`config.mk`:
```
export PLATFORM = sky130hd
export DESIGN_NAME = extend_imm
export DESIGN_NICKNAME = d
export VERILOG_FILES = /design/src/rtl/extend_pkg.sv /design/src/rtl/extend_imm_comb.sv /design/src/rtl/extend_imm.sv
export SDC_FILE = /design/constraint.sdc
export NUM_CORES = 1
export LEC_CHECK = 0
export ABC_AREA = 1
export CAP_MARGIN = 20
export CORE_ASPECT_RATIO = 0.9
export CORE_MARGIN = 3
export CORE_UTILIZATION = 25
export CTS_BUF_LIST = sky130_fd_sc_hd__clkbuf_4
export DETAILED_ROUTE_END_ITERATION = 10
export PLACE_DENSITY = 0.52
export SETUP_SLACK_MARGIN = 0.05
export SLEW_MARGIN = 20
export SYNTH_ARGS = -nofsm -noshare
export SYNTH_HDL_FRONTEND = slang
export SYNTH_SLANG_ARGS = --single-unit
```
`constraint.sdc`:
```
create_clock -name clk -period 0.87 [get_ports clk]
set_input_delay 0.174 -clock clk [delete_from_list [all_inputs] [get_ports clk]]
set_output_delay 0.174 -clock clk [all_outputs]
set_load 0.01 [all_outputs]
```
`src/rtl/extend_pkg.sv`:
```
// extend_pkg: shared mode encodings and widths for the immediate-extension unit.
package extend_pkg;
  localparam int IMM_W = 12;
  localparam int DATA_W = 32;
  typedef enum logic [1:0] {
    IMM_ZERO = 2'b00,
    IMM_ROT  = 2'b01,
    IMM_SIGN = 2'b10,
    IMM_WORD = 2'b11
  } imm_src_t;
endpackage

```
`src/rtl/extend_imm_comb.sv`:
```
// extend_imm_comb: combinational mode mux and ARM rotated-immediate decoder.
module extend_imm_comb
  import extend_pkg::*;
(
  input  logic [IMM_W-1:0]  immediate,
  input  logic [1:0]        imm_src,
  output logic [DATA_W-1:0] ext_imm
);
  logic [DATA_W-1:0] imm8;
  logic [4:0]        sh;
  logic [DATA_W-1:0] rot;
  assign imm8 = {24'h0, immediate[7:0]};
  assign sh = {immediate[11:8], 1'b0};
  // a left shift by 32 yields zero, so sh = 0 degenerates to a plain copy
  assign rot = (imm8 >> sh) | (imm8 << (6'd32 - {1'b0, sh}));
  assign ext_imm = imm_src == IMM_ZERO ? {20'h0, immediate} :
                   imm_src == IMM_ROT  ? rot :
                   imm_src == IMM_SIGN ? {{20{immediate[11]}}, immediate} :
                                         {{18{immediate[11]}}, immediate, 2'b00};
endmodule

```
`src/rtl/extend_imm.sv`:
```
// extend_imm: immediate extension with optional one-cycle output register.
module extend_imm
  import extend_pkg::*;
#(
  parameter bit REG_OUT = 1
) (
  input  logic              clk,
  input  logic              rst_n,
  input  logic [IMM_W-1:0]  immediate,
  input  logic [1:0]        imm_src,
  input  logic              in_valid,
  output logic [DATA_W-1:0] ext_imm,
  output logic              out_valid
);
  logic [DATA_W-1:0] f;
  logic [DATA_W-1:0] q;
  logic              v;
  extend_imm_comb u_comb (
    .immediate(immediate),
    .imm_src(imm_src),
    .ext_imm(f)
  );
  always_ff @(posedge clk or negedge rst_n) begin
    if (!rst_n) begin
      q <= '0;
      v <= 1'b0;
    end else begin
      q <= in_valid ? f : q;
      v <= in_valid;
    end
  end
  assign ext_imm = REG_OUT ? q : f;
  assign out_valid = REG_OUT ? v : in_valid;
endmodule

```
==> out/metrics.yaml, run 1 <==
worst_setup_path:
  worst_setup_path_start_kind: "input pin"
  path_buf_inv: 4
  reg2reg_depth: 4
  crit_fanout: 7
  critPathMaxStageDelay_ps: 210
  cp_slowest_cell: "ha_4"
  required_ps: 1100
  critPathKind: "input pin to register"
  cp_common_cell: "nand2_1"
  crit_arrival_ps: 1350
  cp.depth: 11
  path_cells: "buf_8 > inv_6 > ha_4 > xnor2_4 > buf_12 > buf_12 > nor2_4 > nand2_1 > nand2_1 > o21ai_1 > nand2_1"
  path_delay_family: "buffers and inverters"
  endpoint_kind: "register"
die:
  die_w_um: 110
  dieArea_mm2: 0.0109
  rows: 33
  die_y_um: 99.4
  core_area_mm2: 0.00929
  start_util_pct: 26.1
  io_pins: 50
cells_and_area:
  final_area_mm2: 0.00450
  stdcell_count: 670
  num_antenna_cells: 0
  layout.nets: 565
  drive_gt1_share_pct: 50.9
  syn_to_final_growth_pct: 86.0
run_status:
  violations: "negative setup slack"
  status: "finished with violations"
logic_synthesis:
  synthesis.nets: 423
  async_reset_ff_share_pct: 100
  yosysWarningCount: 0
  synth_edf_count: 0
  syn_inst: 405
  synth_seq_cells: 33
  synthFlopType: "dfrtp_1"
  yosysUniqueCellTypes: 33
  ys_seq_area_share_pct: 34.1
  syn_area_mm2: 0.00242
  syn_avg_cell_area_um2: 5.98
sta:
  grt_setup_unrepaired: "true"
  relSlewSlack_pct: 77.6
  maxSlewViolCount: 0
  finalHoldViolations: 0
  finalCriticalPeriod_ps: 1120
  finalSetupViolCount: 65
  layout_setup_ws_ps: -254
  max_clock_freq_mhz: 890
  tightestPinTransition_ps: 333
  fin_crit_sh_pct: 129
  skew_ps: 0
power:
  power.total_uw: 5250
  powerDensity_mw_per_mm2: 1160
  peakVddDrop_mv: 0.667
  p_leak_uw: 0.00232
global_route:
  grt_max_degree: 34
  grt.overflow.total: 0
  grtUsageTotal_pct: 19.0
  grt_pass1_vias: 3137
  antenna_found_initial: 0
  grt_pass1_wl_mm: 16.3
cts:
  clk_path_buf_depth: 2
  cts_buffers: 5
  cts_tree: "built"
  root_buffer: "clkbuf_4"
  worstSkewPairLatency_ps: 330
  clock_sinks: 33
  cts_hold_repair.buffers: 0
  h-tree-depth: 2
  path_clk_slew_ps: 120
detailed_routing:
  wl_mm: 10.3
  drt_drc_violations_left: 0
  wl_per_cell_um: 15.3
  initialDrtViolationCount: 170
  antenna_left: 0
  dr.pass1.iters: 4
  dr_total_vias: 3141
  vias_per_cell: 4.69
place:
  numPortBuffers: 49
  post_dp_cell_area_mm2: 0.00358
  place_congestion: 0.904
  dp_hpwl_mm: 7.05
  dpl.cell_count: 629
run:
  maxCapViolations: 0
hold_path:
  hold_path_class: "input pin to asynchronous set/reset pin"
cell families after synthesis:
logic type	Yosys count	share of synthesized area, %
simple gates	283	47.0
flops	33	34.1
fa+ha+maj	1	0.517
mux	1	0.413
compound gates	44	9.51
buf+inv	41	7.44
xor+xnor	2	1.03
state kept, by name, indices dropped and copies added (netlist names):
name       count
out_valid      1
ext_imm       32
synth_stat cells, types with 2 or more instances:
| master | count | area [µm²] |
|---|---|---|
| nand3_1 | 19 | 95.1 |
| nor3_1 | 2 | 10.0 |
| nand2_1 | 225 | 845 |
| and2_1 | 2 | 12.5 |
| nor2_4 | 3 | 33.8 |
| dfrtp_1 | 33 | 826 |
| a21oi_1 | 17 | 85.1 |
| o21ai_0 | 19 | 95.1 |
| buf_4 | 3 | 22.5 |
| nor2_1 | 25 | 93.8 |
| inv_2 | 2 | 7.51 |
| inv_1 | 22 | 82.6 |
| buf_2 | 5 | 25.0 |
| o21ai_1 | 4 | 20.0 |
| nand4_1 | 2 | 12.5 |
| clkbuf_1 | 5 | 18.8 |
worst paths after layout:
kind	startpoint	to	slack [ps]
hold / removal	rst_n	ext_imm[3]	180
setup / recovery	immediate[8]	ext_imm[18]	-250
max in group asynchronous	rst_n	ext_imm[22]	490
setup reg to reg	ext_imm[17]	ext_imm[17]	20
min in group clk	in_valid	out_valid	230
hold reg to reg	ext_imm[10]	ext_imm[10]	480
layout by cell type (no fill, tap or decap), drive strengths merged, types with 2 or more instances in the layout:
| cell type | netlist | layout |
|---|---|---|
| nor3 | 2 | 2 |
| o21ai | 23 | 23 |
| a21oi | 18 | 18 |
| or2 | 2 | 2 |
| nand2 | 226 | 227 |
| nor2 | 29 | 30 |
| and2 | 2 | 2 |
| clkinv | 1 | 3 |
| inv | 24 | 24 |
| clkbuf | 6 | 7 |
| buf | 10 | 137 |
| clkdlybuf4s15 | 0 | 2 |
| dlygate4sd2 | 0 | 7 |
| nand3 | 20 | 20 |
| nand4 | 2 | 2 |
| dfrtp | 33 | 33 |
stage by stage:
step           util (%)  TNS, ps  hold slack [ps]  setup slack [ps]
2_1_floorplan         -   -12960             -122              -441
3_3_place_gp       38.6   -38570              465             -1100
3_5_place_dp       38.6   -38350              465             -1070
4_1_cts            45.0   -10850              177              -244
5_1_grt            48.5   -14450              194              -291
6_report           48.5   -11450              176              -254
report_power, final:
part | switching, µW | internal (µW) | total, µW | leakage (µW)
Combinational | 1370 | 1170 | 2540 | 0.00187
Clock | 566 | 339 | 905 | 0.0000354
Sequential | 95.2 | 1710 | 1800 | 0.000411
metal layers:
layer  global-route usage [%]  share of wire (%)  wire length (µm)
met5                        0                  0                 0
met4                     7.09                2.8               285
met3                     2.66                4.6               469
met2                     31.6                 48              4970
met1                     25.0                 44              4530
repair_timing:
item | 4_1_cts | 5_1_grt
gates cloned | 6 | 1
pin swaps | 64 | 51
gates resized for setup | 330 | 57
endpoints found under the setup margin | 65 | 65
setup buffers | 16 | 12
layout make-up:
type,count,area (µm²)
Fill cell,912,4790
Multi-Input combinational cell,333,2040
Timing Repair Buffer,149,1310
Sequential cell,33,826
Tap cell,122,153
Inverter,25,119
Clock buffer,6,45.0
Clock inverter,2,10.0
Power figures use the tool's default switching activity.
==> run 2: changes to the inputs <==
--- a/config.mk
+++ b/config.mk
@@ -6,13 +6,12 @@
 export NUM_CORES = 1
 export LEC_CHECK = 0
 export ABC_AREA = 1
-export CAP_MARGIN = 20
 export CORE_ASPECT_RATIO = 0.9
 export CORE_MARGIN = 3
 export CORE_UTILIZATION = 25
 export CTS_BUF_LIST = sky130_fd_sc_hd__clkbuf_4
 export DETAILED_ROUTE_END_ITERATION = 10
-export PLACE_DENSITY = 0.52
+export PLACE_DENSITY_LB_ADDON = 0.15
 export SETUP_SLACK_MARGIN = 0.05
 export SLEW_MARGIN = 20
 export SYNTH_ARGS = -nofsm -noshare
==> run 2 against run 1 <==
The run still ends with negative setup slack left. First-iteration DRC count shrank 26%. Largest cell class unchanged. Sequential power about the same. Critical endpoint is now ext_imm[5]. Clock power is essentially flat. Global-route usage about the same. Via count decreased by 3.5%. Largest power group unchanged. Critical path depth decreased by 10. Sequential share of layout area up 0.59 points.
==> out/metrics.yaml, run 2 (synthesis results as in run 1) <==
run_status:
  status: "finished with violations"
  violations: "negative setup slack"
hold_path:
  hold_path_class: "input pin to asynchronous set/reset pin"
global_route:
  grtUsageTotal_pct: 19.0  # about the same
  grt_max_degree: 34  # unchanged
  grt_pass1_vias: 3123  # -0.45%
  antenna_found_initial: 0  # unchanged
  grt_pass1_wl_mm: 16.0  # -1.4%
  grt.overflow.total: 0  # unchanged
die:
  start_util_pct: 26.1  # unchanged
  io_pins: 50  # unchanged
  rows: 33  # unchanged
  core_area_mm2: 0.00929  # unchanged
  die_w_um: 110  # unchanged
  dieArea_mm2: 0.0109  # unchanged
  die_y_um: 99.4  # unchanged
worst_setup_path:
  r2r-start: "ext_imm[11]"
  crit_arrival_ps: 920  # -430 ps
  cp_slowest_cell: "dfrtp_1"
  required_ps: 700  # -400 ps
  path_buf_inv: 1  # -3
  path_cells: "buf_2"
  critPathKind: "register to output port"
  crit_fanout: 2  # -5
  path_delay_family: "flip-flops"
  worst_setup_path_start_kind: "register"
  crit_start: "ext_imm[5]"
  critPathMaxStageDelay_ps: 420  # +210 ps
  endpoint_kind: "output port"
cells_and_area:
  final_cell_mix: "169 x nand2_1, 66 x buf_4, 38 x nand2_2"
  largest_register_ff_count: 32  # unchanged
  drive_gt1_share_pct: 48.5  # -2.4 points
  syn_to_final_growth_pct: 80.2
  regArea_um2: 826  # unchanged
  fillers: 987  # +8.2%
  layout.nets: 559  # -1.1%
  num_antenna_cells: 0  # unchanged
  final_common_cell: "nand2_1"
  multi_input_area_mm2: 0.00198  # -3.1%
cts:
  cts_tree: "built"
  clk_path_buf_depth: 2  # unchanged
  clock_sinks: 33  # unchanged
  root_buffer: "clkbuf_4"
  cts_buffers: 5  # unchanged
  cts_hold_repair.buffers: 0  # unchanged
  h-tree-depth: 2  # unchanged
  path_clk_slew_ps: 120  # about the same
  worstSkewPairLatency_ps: 340  # about the same
detailed_routing:
  highest_layer: "met4"
  dr_total_vias: 3030  # -3.5%
  initialDrtViolationCount: 126  # -26%
  routed-wl-met3_um: 390  # -17%
  vias_per_cell: 4.56  # -2.7%
  drt_drc_violations_left: 0  # unchanged
  wl_per_cell_um: 15.0  # -2.0%
  met2_length_mm: 4.82  # -3.0%
  dr.pass1.iters: 7  # +3
  met1Wirelength_mm: 4.57  # +0.75%
  antenna_left: 0  # unchanged
  wl_mm: 9.96  # -2.9%
power:
  peakVddDrop_mv: 0.551  # -17%
  p_leak_uw: 0.00232  # +0.11%
  powerDensity_mw_per_mm2: 1190  # +2.3%
sta:
  setup_tns_ps: -10860  # +589 ps
  layout_setup_ws_ps: -221  # +33.0 ps
  tightestPinTransition_ps: 330  # -3.01 ps
  skew_ps: 0  # unchanged
  grt_setup_unrepaired: "true"
  whs_ps: 168  # -7.66 ps
  finalCriticalPeriod_ps: 1090  # -33.0 ps
  finalHoldViolations: 0  # unchanged
  maxSlewViolCount: 0  # unchanged
  relSlewSlack_pct: 77.8  # +0.20 points
  finalSetupViolCount: 65  # unchanged
  fin_crit_sh_pct: 125  # -3.8 points
  max_clock_freq_mhz: 917  # +3.0%
place:
  numPortBuffers: 49  # unchanged
  place_congestion: 0.911  # +0.75%
  dp_hpwl_mm: 7.23  # +2.6%
run:
  maxCapViolations: 0  # unchanged
==> run 2: cell types whose count changed in the layout (fill, tap and decap cells not counted), sizes merged <==
cell	before	now
clkdlybuf4s15	2	0
bufbuf	1	0
nand2	227	226
nor2	30	29
buf	137	135
clkbuf	7	8
==> run 2: per-stage QoR <==
step | cell area (µm²) | util (%) | cells | total power, µW | setup WS [ps]
floorplan | 2500 | - | 405 | 2700 | -441
global placement | 3570 | 38.4 | 627 | 3750 | -1180
detailed placement | 3570 | 38.4 | 627 | 3730 | -1180
CTS | 4140 | 44.6 | 656 | 5050 | -242
global route | 4360 | 47.0 | 664 | 5530 | -266
finish | 4360 | 47.0 | 664 | 5200 | -221
==> run 2: final cells by class <==
cell class | instances | area share [%]
multi-input combinational | 331 | 45.4
clock inverter | 2 | 0.229
sequential | 33 | 18.9
clock buffer | 6 | 1.03
inverter | 25 | 2.61
timing repair buffer | 145 | 28.3
tap | 122 | 3.50
==> run 2: repair_timing <==
action / 4_1_cts / 5_1_grt
pin swaps: 52 / 50
cloned: 4 / 0
gates resized for setup: 308 / 59
endpoints found under the setup margin: 65 / 65
buffers inserted: 17 / 11
==> run 2: worst paths after layout <==
path / end / cells after the start / slack, ps
min in group clk: out_valid / 2 / 240
max in group asynchronous: ext_imm[21] / 2 / 490
setup reg to reg: ext_imm[11] / 4 / -50
hold / removal: ext_imm[4] / 2 / 170
setup / recovery: ext_imm[5] / 1 / -220
hold reg to reg: ext_imm[27] / 2 / 470
==> run 2: power by group <==
part	total [µW]	leakage, µW	internal, µW	switching [µW]
Combinational	2490	0.00188	1150	1340
Sequential	1800	0.000411	1710	96.2
Clock	905	0.0000354	339	565
==> run 2: layer usage <==
metal / vias up / global-route usage, %
met4: 0 / 5.47
li1: 1540 / -
met3: 13 / 2.99
met2: 70 / 31.2
met1: 1407 / 25.8
met5: - / 0
